--- config.mk ---
export PLATFORM = sky130hd
export DESIGN_NAME = shift_sched_flat
export DESIGN_NICKNAME = d
export VERILOG_FILES = /design/src/rtl/shift_sched_if.sv /design/src/rtl/shift_sched.sv /design/src/flat_wrapper.sv
export SDC_FILE = /design/constraint.sdc
export NUM_CORES = 1
export LEC_CHECK = 0
export CORE_AREA = 2 2 89 91
export DETAILED_ROUTE_END_ITERATION = 8
export DIE_AREA = 0 0 91 93
export PLACE_DENSITY_LB_ADDON = 0.1
export SLEW_MARGIN = 40
export SYNTH_ARGS = -nofsm -noshare
export SYNTH_HDL_FRONTEND = slang
export SYNTH_SLANG_ARGS = --single-unit
export TNS_END_PERCENT = 100
--- constraint.sdc ---
create_clock -name CLK -period 7.6 [get_ports CLK]
set_input_delay 1.52 -clock CLK [delete_from_list [all_inputs] [get_ports CLK]]
set_output_delay 1.52 -clock CLK [all_outputs]
set_load 0.005 [all_outputs]
--- src/rtl/shift_sched_if.sv ---
// Request/response bundle between the two shift requesters and the shared
// shift sequencer. The master side drives requests; the slave side is the sequencer.
interface shift_sched_if #(
   parameter int WIDTH = 16
);
   logic             REQ0, REQ1;
   logic [1:0]       OP0, OP1;
   logic [WIDTH-1:0] A0, A1;
   logic [WIDTH-1:0] B0, B1;
   logic             ACK0, ACK1;
   logic             DONE0, DONE1;
   logic [WIDTH-1:0] O;
   logic             BUSY;
   logic             OWNER;

   modport master (
      output REQ0, REQ1, OP0, OP1, A0, A1, B0, B1,
      input  ACK0, ACK1, DONE0, DONE1, O, BUSY, OWNER
   );

   modport slave (
      input  REQ0, REQ1, OP0, OP1, A0, A1, B0, B1,
      output ACK0, ACK1, DONE0, DONE1, O, BUSY, OWNER
   );
endinterface

--- src/rtl/shift_sched.sv ---
// Shared multi-cycle shifter (SRL/SLL/SRA/pass) for two requesters with
// round-robin arbitration; each op runs as STEP-bit shift steps.
module shift_sched #(
   parameter int WIDTH = 16,
   parameter int STEP  = 4
) (
   input  logic         CLK,
   input  logic         RSTn,
   shift_sched_if.slave bus
);
   localparam int               RW       = $clog2(WIDTH + 1);
   localparam logic [RW-1:0]    REM_MAX  = RW'(WIDTH);
   localparam logic [RW-1:0]    STEP_AMT = RW'(STEP);
   localparam logic [WIDTH-1:0] SAT_AMT  = WIDTH'(WIDTH);

   typedef enum logic [1:0] {S_IDLE, S_SHIFT, S_DONE} state_t;

   typedef struct packed {
      logic [1:0]       op;
      logic [WIDTH-1:0] a;
      logic [WIDTH-1:0] b;
   } req_t;

   state_t           state_q, state_d;
   logic             ptr_q, ptr_d;
   logic             owner_q, owner_d;
   logic [1:0]       op_q, op_d;
   logic [WIDTH-1:0] data_q, data_d;
   logic [RW-1:0]    rem_q, rem_d;
   logic [WIDTH-1:0] o_q, o_d;
   logic             ack0_q, ack0_d, ack1_q, ack1_d;
   logic             done0_q, done0_d, done1_q, done1_d;
   logic             busy_q, busy_d;

   req_t             req_sel;
   logic             any_req, grant;
   logic [RW-1:0]    req_rem, step_amt, rem_after;
   logic [WIDTH-1:0] shifted;

   // Single requester wins outright; the pointer only breaks ties.
   always_comb begin
      any_req = bus.REQ0 | bus.REQ1;
      grant   = (bus.REQ0 & bus.REQ1) ? ptr_q : bus.REQ1;
      if (grant) begin
         req_sel.op = bus.OP1;
         req_sel.a  = bus.A1;
         req_sel.b  = bus.B1;
      end else begin
         req_sel.op = bus.OP0;
         req_sel.a  = bus.A0;
         req_sel.b  = bus.B0;
      end
      req_rem = (req_sel.b >= SAT_AMT) ? REM_MAX : req_sel.b[RW-1:0];
   end

   // SRA keeps the captured sign bit in the MSB, so >>> fills correctly every step.
   always_comb begin
      step_amt  = (rem_q < STEP_AMT) ? rem_q : STEP_AMT;
      rem_after = rem_q - step_amt;
      case (op_q)
         2'b00:   shifted = data_q >> step_amt;
         2'b01:   shifted = data_q << step_amt;
         2'b10:   shifted = $signed(data_q) >>> step_amt;
         default: shifted = data_q;
      endcase
   end

   always_ff @(posedge CLK or negedge RSTn) begin
      if (!RSTn) state_q <= S_IDLE;
      else       state_q <= state_d;
   end

   always_comb begin
      state_d = state_q;
      case (state_q)
         S_IDLE: begin
            if (any_req)
               state_d = (req_rem == '0 || req_sel.op == 2'b11) ? S_DONE : S_SHIFT;
         end
         S_SHIFT: begin
            if (rem_after == '0) state_d = S_DONE;
         end
         default: state_d = S_IDLE;
      endcase
   end

   // Result and DONE are loaded on the edge entering DONE so both are registered.
   always_comb begin
      ptr_d   = ptr_q;
      owner_d = owner_q;
      op_d    = op_q;
      data_d  = data_q;
      rem_d   = rem_q;
      o_d     = o_q;
      ack0_d  = 1'b0;
      ack1_d  = 1'b0;
      done0_d = 1'b0;
      done1_d = 1'b0;
      busy_d  = (state_d != S_IDLE);
      case (state_q)
         S_IDLE: begin
            if (any_req) begin
               op_d    = req_sel.op;
               data_d  = req_sel.a;
               rem_d   = req_rem;
               owner_d = grant;
               ptr_d   = ~grant;
               ack0_d  = ~grant;
               ack1_d  = grant;
               if (state_d == S_DONE) begin
                  o_d     = req_sel.a;
                  done0_d = ~grant;
                  done1_d = grant;
               end
            end
         end
         S_SHIFT: begin
            data_d = shifted;
            rem_d  = rem_after;
            if (state_d == S_DONE) begin
               o_d     = shifted;
               done0_d = ~owner_q;
               done1_d = owner_q;
            end
         end
         default: ;
      endcase
   end

   always_ff @(posedge CLK or negedge RSTn) begin
      if (!RSTn) begin
         ptr_q   <= 1'b0;
         owner_q <= 1'b0;
         op_q    <= 2'b00;
         data_q  <= '0;
         rem_q   <= '0;
         o_q     <= '0;
         ack0_q  <= 1'b0;
         ack1_q  <= 1'b0;
         done0_q <= 1'b0;
         done1_q <= 1'b0;
         busy_q  <= 1'b0;
      end else begin
         ptr_q   <= ptr_d;
         owner_q <= owner_d;
         op_q    <= op_d;
         data_q  <= data_d;
         rem_q   <= rem_d;
         o_q     <= o_d;
         ack0_q  <= ack0_d;
         ack1_q  <= ack1_d;
         done0_q <= done0_d;
         done1_q <= done1_d;
         busy_q  <= busy_d;
      end
   end

   assign bus.ACK0  = ack0_q;
   assign bus.ACK1  = ack1_q;
   assign bus.DONE0 = done0_q;
   assign bus.DONE1 = done1_q;
   assign bus.O     = o_q;
   assign bus.BUSY  = busy_q;
   assign bus.OWNER = owner_q;
endmodule

--- src/flat_wrapper.sv ---
// flat-port wrapper written by rule: the top's interface ports become plain ports
module shift_sched_flat 
#(
   parameter int WIDTH = 16,
   parameter int STEP  = 4
)
  (CLK, RSTn, bus_REQ0, bus_REQ1, bus_OP0, bus_OP1, bus_A0, bus_A1, bus_B0, bus_B1, bus_ACK0, bus_ACK1, bus_DONE0, bus_DONE1, bus_O, bus_BUSY, bus_OWNER);
  shift_sched_if #(.WIDTH(WIDTH)) bus_i ();
  input  logic CLK;
  input  logic RSTn;
  input wire logic [$bits(bus_i.REQ0)-1:0] bus_REQ0;
  input wire logic [$bits(bus_i.REQ1)-1:0] bus_REQ1;
  input wire logic [$bits(bus_i.OP0)-1:0] bus_OP0;
  input wire logic [$bits(bus_i.OP1)-1:0] bus_OP1;
  input wire logic [$bits(bus_i.A0)-1:0] bus_A0;
  input wire logic [$bits(bus_i.A1)-1:0] bus_A1;
  input wire logic [$bits(bus_i.B0)-1:0] bus_B0;
  input wire logic [$bits(bus_i.B1)-1:0] bus_B1;
  output wire logic [$bits(bus_i.ACK0)-1:0] bus_ACK0;
  output wire logic [$bits(bus_i.ACK1)-1:0] bus_ACK1;
  output wire logic [$bits(bus_i.DONE0)-1:0] bus_DONE0;
  output wire logic [$bits(bus_i.DONE1)-1:0] bus_DONE1;
  output wire logic [$bits(bus_i.O)-1:0] bus_O;
  output wire logic [$bits(bus_i.BUSY)-1:0] bus_BUSY;
  output wire logic [$bits(bus_i.OWNER)-1:0] bus_OWNER;
  assign bus_i.REQ0 = bus_REQ0;
  assign bus_i.REQ1 = bus_REQ1;
  assign bus_i.OP0 = bus_OP0;
  assign bus_i.OP1 = bus_OP1;
  assign bus_i.A0 = bus_A0;
  assign bus_i.A1 = bus_A1;
  assign bus_i.B0 = bus_B0;
  assign bus_i.B1 = bus_B1;
  assign bus_ACK0 = bus_i.ACK0;
  assign bus_ACK1 = bus_i.ACK1;
  assign bus_DONE0 = bus_i.DONE0;
  assign bus_DONE1 = bus_i.DONE1;
  assign bus_O = bus_i.O;
  assign bus_BUSY = bus_i.BUSY;
  assign bus_OWNER = bus_i.OWNER;
  shift_sched #(.WIDTH(WIDTH), .STEP(STEP)) u_core (.CLK(CLK), .RSTn(RSTn), .bus(bus_i));
endmodule
==> results.ini, run 1 <==
[clock_network]
ctsResizeCount=0
clk_latency_ps=310
clock_sinks=48
ctsHoldBuffers=0
cts_buffers=5
root_buffer=clkbuf_8
post_cts_buffers=0
path_clk_slew_ps=90
tritoncts=done
cts_buffer_depth=2
htreeDepth=2

[setup_path]
r2r_cells=9
crit_type=input pin to flop
critical_path_depth=8
cp_data_arrival_time_ps=4120
start_kind=input pin
path_max_fanout=23
crit_slowest_cell=o21ai_4
worstPathRequired_ps=7800
crit_family=compound AO/OA/AOI/OAI gates
slowest_delay_ps=650
path_buf_inv=2
end_kind=flop
crit_chain=clkdlybuf4s50_1 > or2b_4 > and2_0 > buf_4 > o21ai_1 > nand2_4 > o21ai_4 > mux2_4

[die]
dieArea_sq_um=8460
core_sq_um=7530
initial_utilization=0.538
die_width_microns=91
num_rows=32
num_io_pins=94
fp.dieH_microns=93

[route]
routedWlPerCell_microns=19.6
firstDrtPassIters=5
ant_nets=0
routed_wl_mm=12.7
vias=4089
drtIter0Drc=298
viasPerCell=6.33
remaining_drc_errors=0

[logic_synthesis]
synth_most_common_cell=nand2_1
ys_seq_area_frac=0.297
synth_area_leader_cell=dfrtp_1
async_flop_share=1.00
synthTopCellsByArea=dfrtp_1 30%, mux2i_1 8.9%, nand2_1 8.0%
synth_commonest_cells=86 x nand2_1, 48 x dfrtp_1, 36 x mux2i_1, 32 x clkbuf_1, 26 x a21oi_1
synthFlopType=dfrtp_1
avgSynthCellArea_sq_um=8.31
ys_warn_count=0
synthCells=487
synth_edf_count=0
synth.distinct_cells=73
synth_top_area_share=0.297
synth_seq_cells=48
syn-num-nets=560
synth.cell_area_sq_um=4050

[pwr]
p_per_area_nw_per_um2=424
power_leakage_nw=1.95
ir_drop_v=0.000252

[placed_design]
dp_hpwl_mm=8.81
gp_congestion=0.916
dp.cells=638
port-buffer-count=93

[run_status]
status=finished clean

[timing]
setup_viol=0
maxSlewViolCount=0
maxSlewHeadroom=0.448
post-route-period-util=0.516
post-route-min-period_ps=3920
rsz0062_at_grt=no
tightest_slew_ps=825
fin_worst_skew_ps=4.92
final-hold-violation-count=0
fmax_mhz=255
fin_tns_setup_ps=0

[final_layout]
nFillCells=649
area_growth_pct=24.1
final_nets=616
layout.cells.non_filler=646
final_layout_size_suffix_gt1_frac=0.0974
num_antenna_cells=0

[min_path]
holdPathStages=1
worstHoldPathType=flop to flop

[global_routing]
overflow=0
grt_pass1_vias=4118
grt_max_degree=49
antenna_found_initial=0
grt_first_pass_wirelength_mm=20.8
track_usage=0.307

[job]
maxCapViolations=0

==> layout make-up <==
cell class,instances,area [sq um],area share
inverter,16,60.1,0.0119
sequential,48,1200,0.239
tap,102,128,0.0254
clock buffer,7,86.3,0.0172
multi-input combinational,369,2540,0.505
clock inverter,1,7.51,0.00149
timing repair buffer,103,1000,0.200
==> through the flow <==
step | hold WS, ps | util | setup WS (ps) | total power, W | area (sq um)
2_1_floorplan | 467 | - | 4190 | 0.00153 | 4050
6_report | 515 | 0.668 | 3680 | 0.00213 | 5030
5_1_grt | 547 | 0.668 | 3600 | 0.00229 | 5030
3_5_place_dp | 491 | 0.655 | 3340 | 0.00195 | 4930
3_3_place_gp | 498 | 0.654 | 3350 | 0.00191 | 4920
4_1_cts | 519 | 0.667 | 3670 | 0.00212 | 5020
==> routing by layer <==
metal  part of all wire  global-route usage
met4              0.033               0.141
met2               0.49               0.528
met5                  0                   0
met3              0.061              0.0516
met1               0.41               0.379
==> worst register-to-register path: stages (launching register included) <==
cell       delay [ps]
dfrtp_1           620
or3_1             460
nand2_1            80
ha_1              210
nor2_1             90
a2111oi_0         430
a31o_2            190
a32oi_1           140
o21ai_4           330
mux2_4            360
==> sequential cells by signal (all words and copies together) (netlist names) <==
| register | cells |
|---|---|
| u_core.ptr_q | 1 |
| u_core.state_q | 2 |
| u_core.bus.DONE1 | 1 |
| u_core.data_q | 16 |
| u_core.rem_q | 5 |
| u_core.bus.BUSY | 1 |
| u_core.bus.ACK1 | 1 |
| u_core.bus.ACK0 | 1 |
| u_core.bus.O | 16 |
| u_core.op_q | 2 |
| u_core.bus.OWNER | 1 |
| u_core.bus.DONE0 | 1 |
==> final timing paths <==
| path | start | to | slack [ps] |
|---|---|---|---|
| min reg2reg | u_core.bus.O[2] | u_core.bus.O[2] | 520 |
| max reg2reg | u_core.rem_q[3] | u_core.bus.O[12] | 4580 |
| min | u_core.bus.O[2] | u_core.bus.O[2] | 520 |
| max in group asynchronous | RSTn | u_core.rem_q[4] | 5960 |
| max | bus_REQ0 | u_core.bus.O[12] | 3680 |
| min in group asynchronous | RSTn | u_core.data_q[3] | 1220 |
==> cell families (layout without fill, tap and decap cells) <==
| group | Yosys count | count (layout) | share of synthesized area |
|---|---|---|---|
| AOI/OAI and AO/OA | 135 | 135 | 0.235 |
| adders and majority gates | 1 | 1 | 0.00309 |
| buffers and inverters | 70 | 127 | 0.0810 |
| DFF | 48 | 48 | 0.297 |
| muxes | 55 | 55 | 0.168 |
| other | 1 | 1 | 0.000926 |
| and+or+nand+nor | 177 | 177 | 0.216 |
==> cells in the final DEF (no fill, tap or decap), types with 3 or more instances in the layout <==
cell              n
a211oi_1          7
nor2b_1           5
o21ai_1           8
o211ai_1          5
nand3_1          14
nor2_1           22
and2_1            4
nand2_1          85
or4_1             6
mux2i_1          36
a32oi_1           5
mux4_2            8
o21ai_0          23
a32o_1            5
mux2_4            4
mux2_2            6
clkbuf_8          6
nor3_1            7
o221ai_1          4
o2111ai_1         3
a22oi_1           5
and3_1            3
nand4_1           6
dfrtp_1          48
o31ai_1           6
buf_4            11
a31oi_1          14
inv_1            14
a21oi_1          26
clkdlybuf4s50_1  92
nand2b_1          5
==> power by group <==
part / switching [W] / internal [W] / total [W]
registers: 0.000233 / 0.000382 / 0.000615
logic: 0.000731 / 0.000622 / 0.00135
clock network: 0.0000912 / 0.0000742 / 0.000165
total: 0.00105 / 0.00108 / 0.00213
Note: power is estimated with default switching activity, not from simulation.
==> run 2, diff against run 1 <==
--- a/config.mk
+++ b/config.mk
@@ -5,9 +5,9 @@
 export SDC_FILE = /design/constraint.sdc
 export NUM_CORES = 1
 export LEC_CHECK = 0
-export CORE_AREA = 2 2 89 91
+export CORE_AREA = 2 2 93 95
 export DETAILED_ROUTE_END_ITERATION = 8
-export DIE_AREA = 0 0 91 93
+export DIE_AREA = 0 0 95 97
 export PLACE_DENSITY_LB_ADDON = 0.1
 export SLEW_MARGIN = 40
 export SYNTH_ARGS = -nofsm -noshare
==> constraint.sdc (replaced) <==
create_clock -name CLK -period 3.65 [get_ports CLK]
set_input_delay 0.73 -clock CLK [delete_from_list [all_inputs] [get_ports CLK]]
set_output_delay 0.73 -clock CLK [all_outputs]
set_load 0.005 [all_outputs]
==> results.ini, run 2 (synthesis gave the netlist of run 1 again) <==
[setup_path]
path_max_fanout=9  ; was 23
crit_chain=clkdlybuf4s50_1 > or4_4 > a2111oi_4 > a31o_4 > nand2_4 > o21ai_4 > buf_4 > mux2i_1  ; was clkdlybuf4s50_1 > or2b_4 > and2_0 > buf_4 > o21ai_1 > nand2_4 > o21ai_4 > mux2_4
crit_family=compound AO/OA/AOI/OAI gates  ; unchanged
slowest_delay_ps=540  ; was 650 ps
end_kind=flop  ; unchanged
start_kind=input pin  ; unchanged
crit_slowest_cell=or4_4  ; was o21ai_4
crit_type=input pin to flop  ; unchanged
cp_data_arrival_time_ps=3260  ; was 4120 ps
worstPathRequired_ps=3870  ; was 7800 ps
path_buf_inv=2  ; unchanged

[global_routing]
antenna_found_initial=0  ; unchanged
overflow=0  ; unchanged
grt_pass1_vias=4139  ; was 4,118
track_usage=0.291  ; was 0.307
grt_max_degree=49  ; unchanged
grt_first_pass_wirelength_mm=21.3  ; was 20.8 mm

[route]
ant_nets=0  ; unchanged
viasPerCell=6.19  ; was 6.33
firstDrtPassIters=6  ; was 5
routedWlPerCell_microns=19.3  ; was 19.6 microns
remaining_drc_errors=0  ; unchanged
routed_wl_mm=12.8  ; was 12.7 mm
drtIter0Drc=393  ; was 298
vias=4107  ; was 4,089

[final_layout]
layout_common_cells=92 x clkdlybuf4s50_1, 86 x nand2_1, 48 x dfrtp_1  ; was 92 x clkdlybuf4s50_1, 85 x nand2_1, 48 x dfrtp_1
layout.cells.non_filler=664  ; was 646
final_layout_size_suffix_gt1_frac=0.116  ; was 0.0974
num_antenna_cells=0  ; unchanged
layout_commonest_cell=clkdlybuf4s50_1  ; unchanged
area_growth_pct=26.5  ; was 24.1%
final_cell_area_sq_um=5120  ; was 5030 sq um
final_nets=631  ; was 616
nFillCells=737  ; was 649

[timing]
tightest_slew_ps=695  ; was 825 ps
setup_ws_ps=613  ; was 3680 ps
fin_tns_setup_ps=0  ; unchanged
maxSlewViolCount=0  ; unchanged
rsz0062_at_grt=no  ; unchanged
post-route-period-util=0.832
maxSlewHeadroom=0.536  ; was 0.448
fmax_mhz=329
setup_viol=0  ; unchanged
final-hold-violation-count=0  ; unchanged
fin_worst_skew_ps=9.15  ; was 4.92 ps
post-route-min-period_ps=3040

[clock_network]
post_cts_buffers=0  ; unchanged
clock_sinks=48  ; unchanged
tritoncts=done  ; unchanged
htreeDepth=2  ; unchanged
ctsResizeCount=0  ; unchanged
path_clk_slew_ps=90  ; about the same
ctsHoldBuffers=0  ; unchanged
clk_latency_ps=300  ; was 310 ps
root_buffer=clkbuf_8  ; unchanged
cts_buffer_depth=2  ; unchanged
cts_buffers=5  ; unchanged

[die]
num_rows=33  ; was 32
num_io_pins=94  ; unchanged
initial_utilization=0.498  ; was 0.538
dieArea_sq_um=9220  ; was 8460 sq um
core_sq_um=8130  ; was 7530 sq um
fp.dieH_microns=97  ; was 93 microns
die_width_microns=95  ; was 91 microns

[pwr]
p_total_w=0.00452  ; was 0.00213 W
ir_drop_v=0.000422  ; was 0.000252 V
power_leakage_nw=2.02  ; was 1.95 nW
p_per_area_nw_per_um2=883  ; was 424 nW/um^2

[placed_design]
gp_congestion=0.916  ; about the same
port-buffer-count=93  ; unchanged
post_dp_cell_area_sq_um=5030  ; was 4930 sq um
dp_slack_ps=278  ; was 3340 ps
dp.cells=656  ; was 638
dp_hpwl_mm=9.26  ; was 8.81 mm

[job]
maxCapViolations=0  ; unchanged

[min_path]
worstHoldPathType=input pin to asynchronous set/reset pin  ; was flop to flop

[run_status]
status=finished clean  ; unchanged

run 2: cell type report:
type / count / area [sq um] / area share
multi-input cells: 369 / 2530 / 0.493
flip-flops and latches: 48 / 1200 / 0.235
repair buffers: 118 / 1120 / 0.218
well taps: 105 / 131 / 0.0257
clock buffers: 7 / 76.3 / 0.0149
inverters: 16 / 60.1 / 0.0117
clock inverters: 1 / 8.76 / 0.00171
run 2: worst paths after layout:
| path | start | end | slack (ps) | cells after the start |
|---|---|---|---|---|
| min reg2reg | u_core.bus.O[6] | u_core.bus.O[6] | 520 | 2 |
| max reg2reg | u_core.rem_q[4] | u_core.bus.O[1] | 890 | 10 |
| max in group asynchronous | RSTn | u_core.rem_q[4] | 2780 | 1 |
| max | bus_B0[7] | u_core.bus.O[1] | 610 | 8 |
| min in group CLK | u_core.bus.O[6] | u_core.bus.O[6] | 520 | 2 |
| min | RSTn | u_core.bus.O[9] | 450 | 1 |
run 2: layer usage:
metal	track usage	vias to the layer above	part of all wire
met4	0.0814	0	0.014
met5	0	-	0
met1	0.389	1959	0.42
li1	-	1930	-
met2	0.479	199	0.49
met3	0.0506	19	0.072
run 2: stage by stage:
| stage | hold slack, ps | utilization |
|---|---|---|
| finish | 453 | 0.629 |
| global route | 496 | 0.629 |
| CTS | 465 | 0.629 |
| detailed placement | 502 | 0.619 |
| global placement | 497 | 0.619 |
| floorplan | 434 | - |
run 2: where the power goes:
part | switching, W | leakage [nW] | total [W] | internal [W]
combinational | 0.00158 | 1.40 | 0.00296 | 0.00138
clock | 0.000182 | 0.0424 | 0.000319 | 0.000137
sequential | 0.000443 | 0.575 | 0.00124 | 0.000797
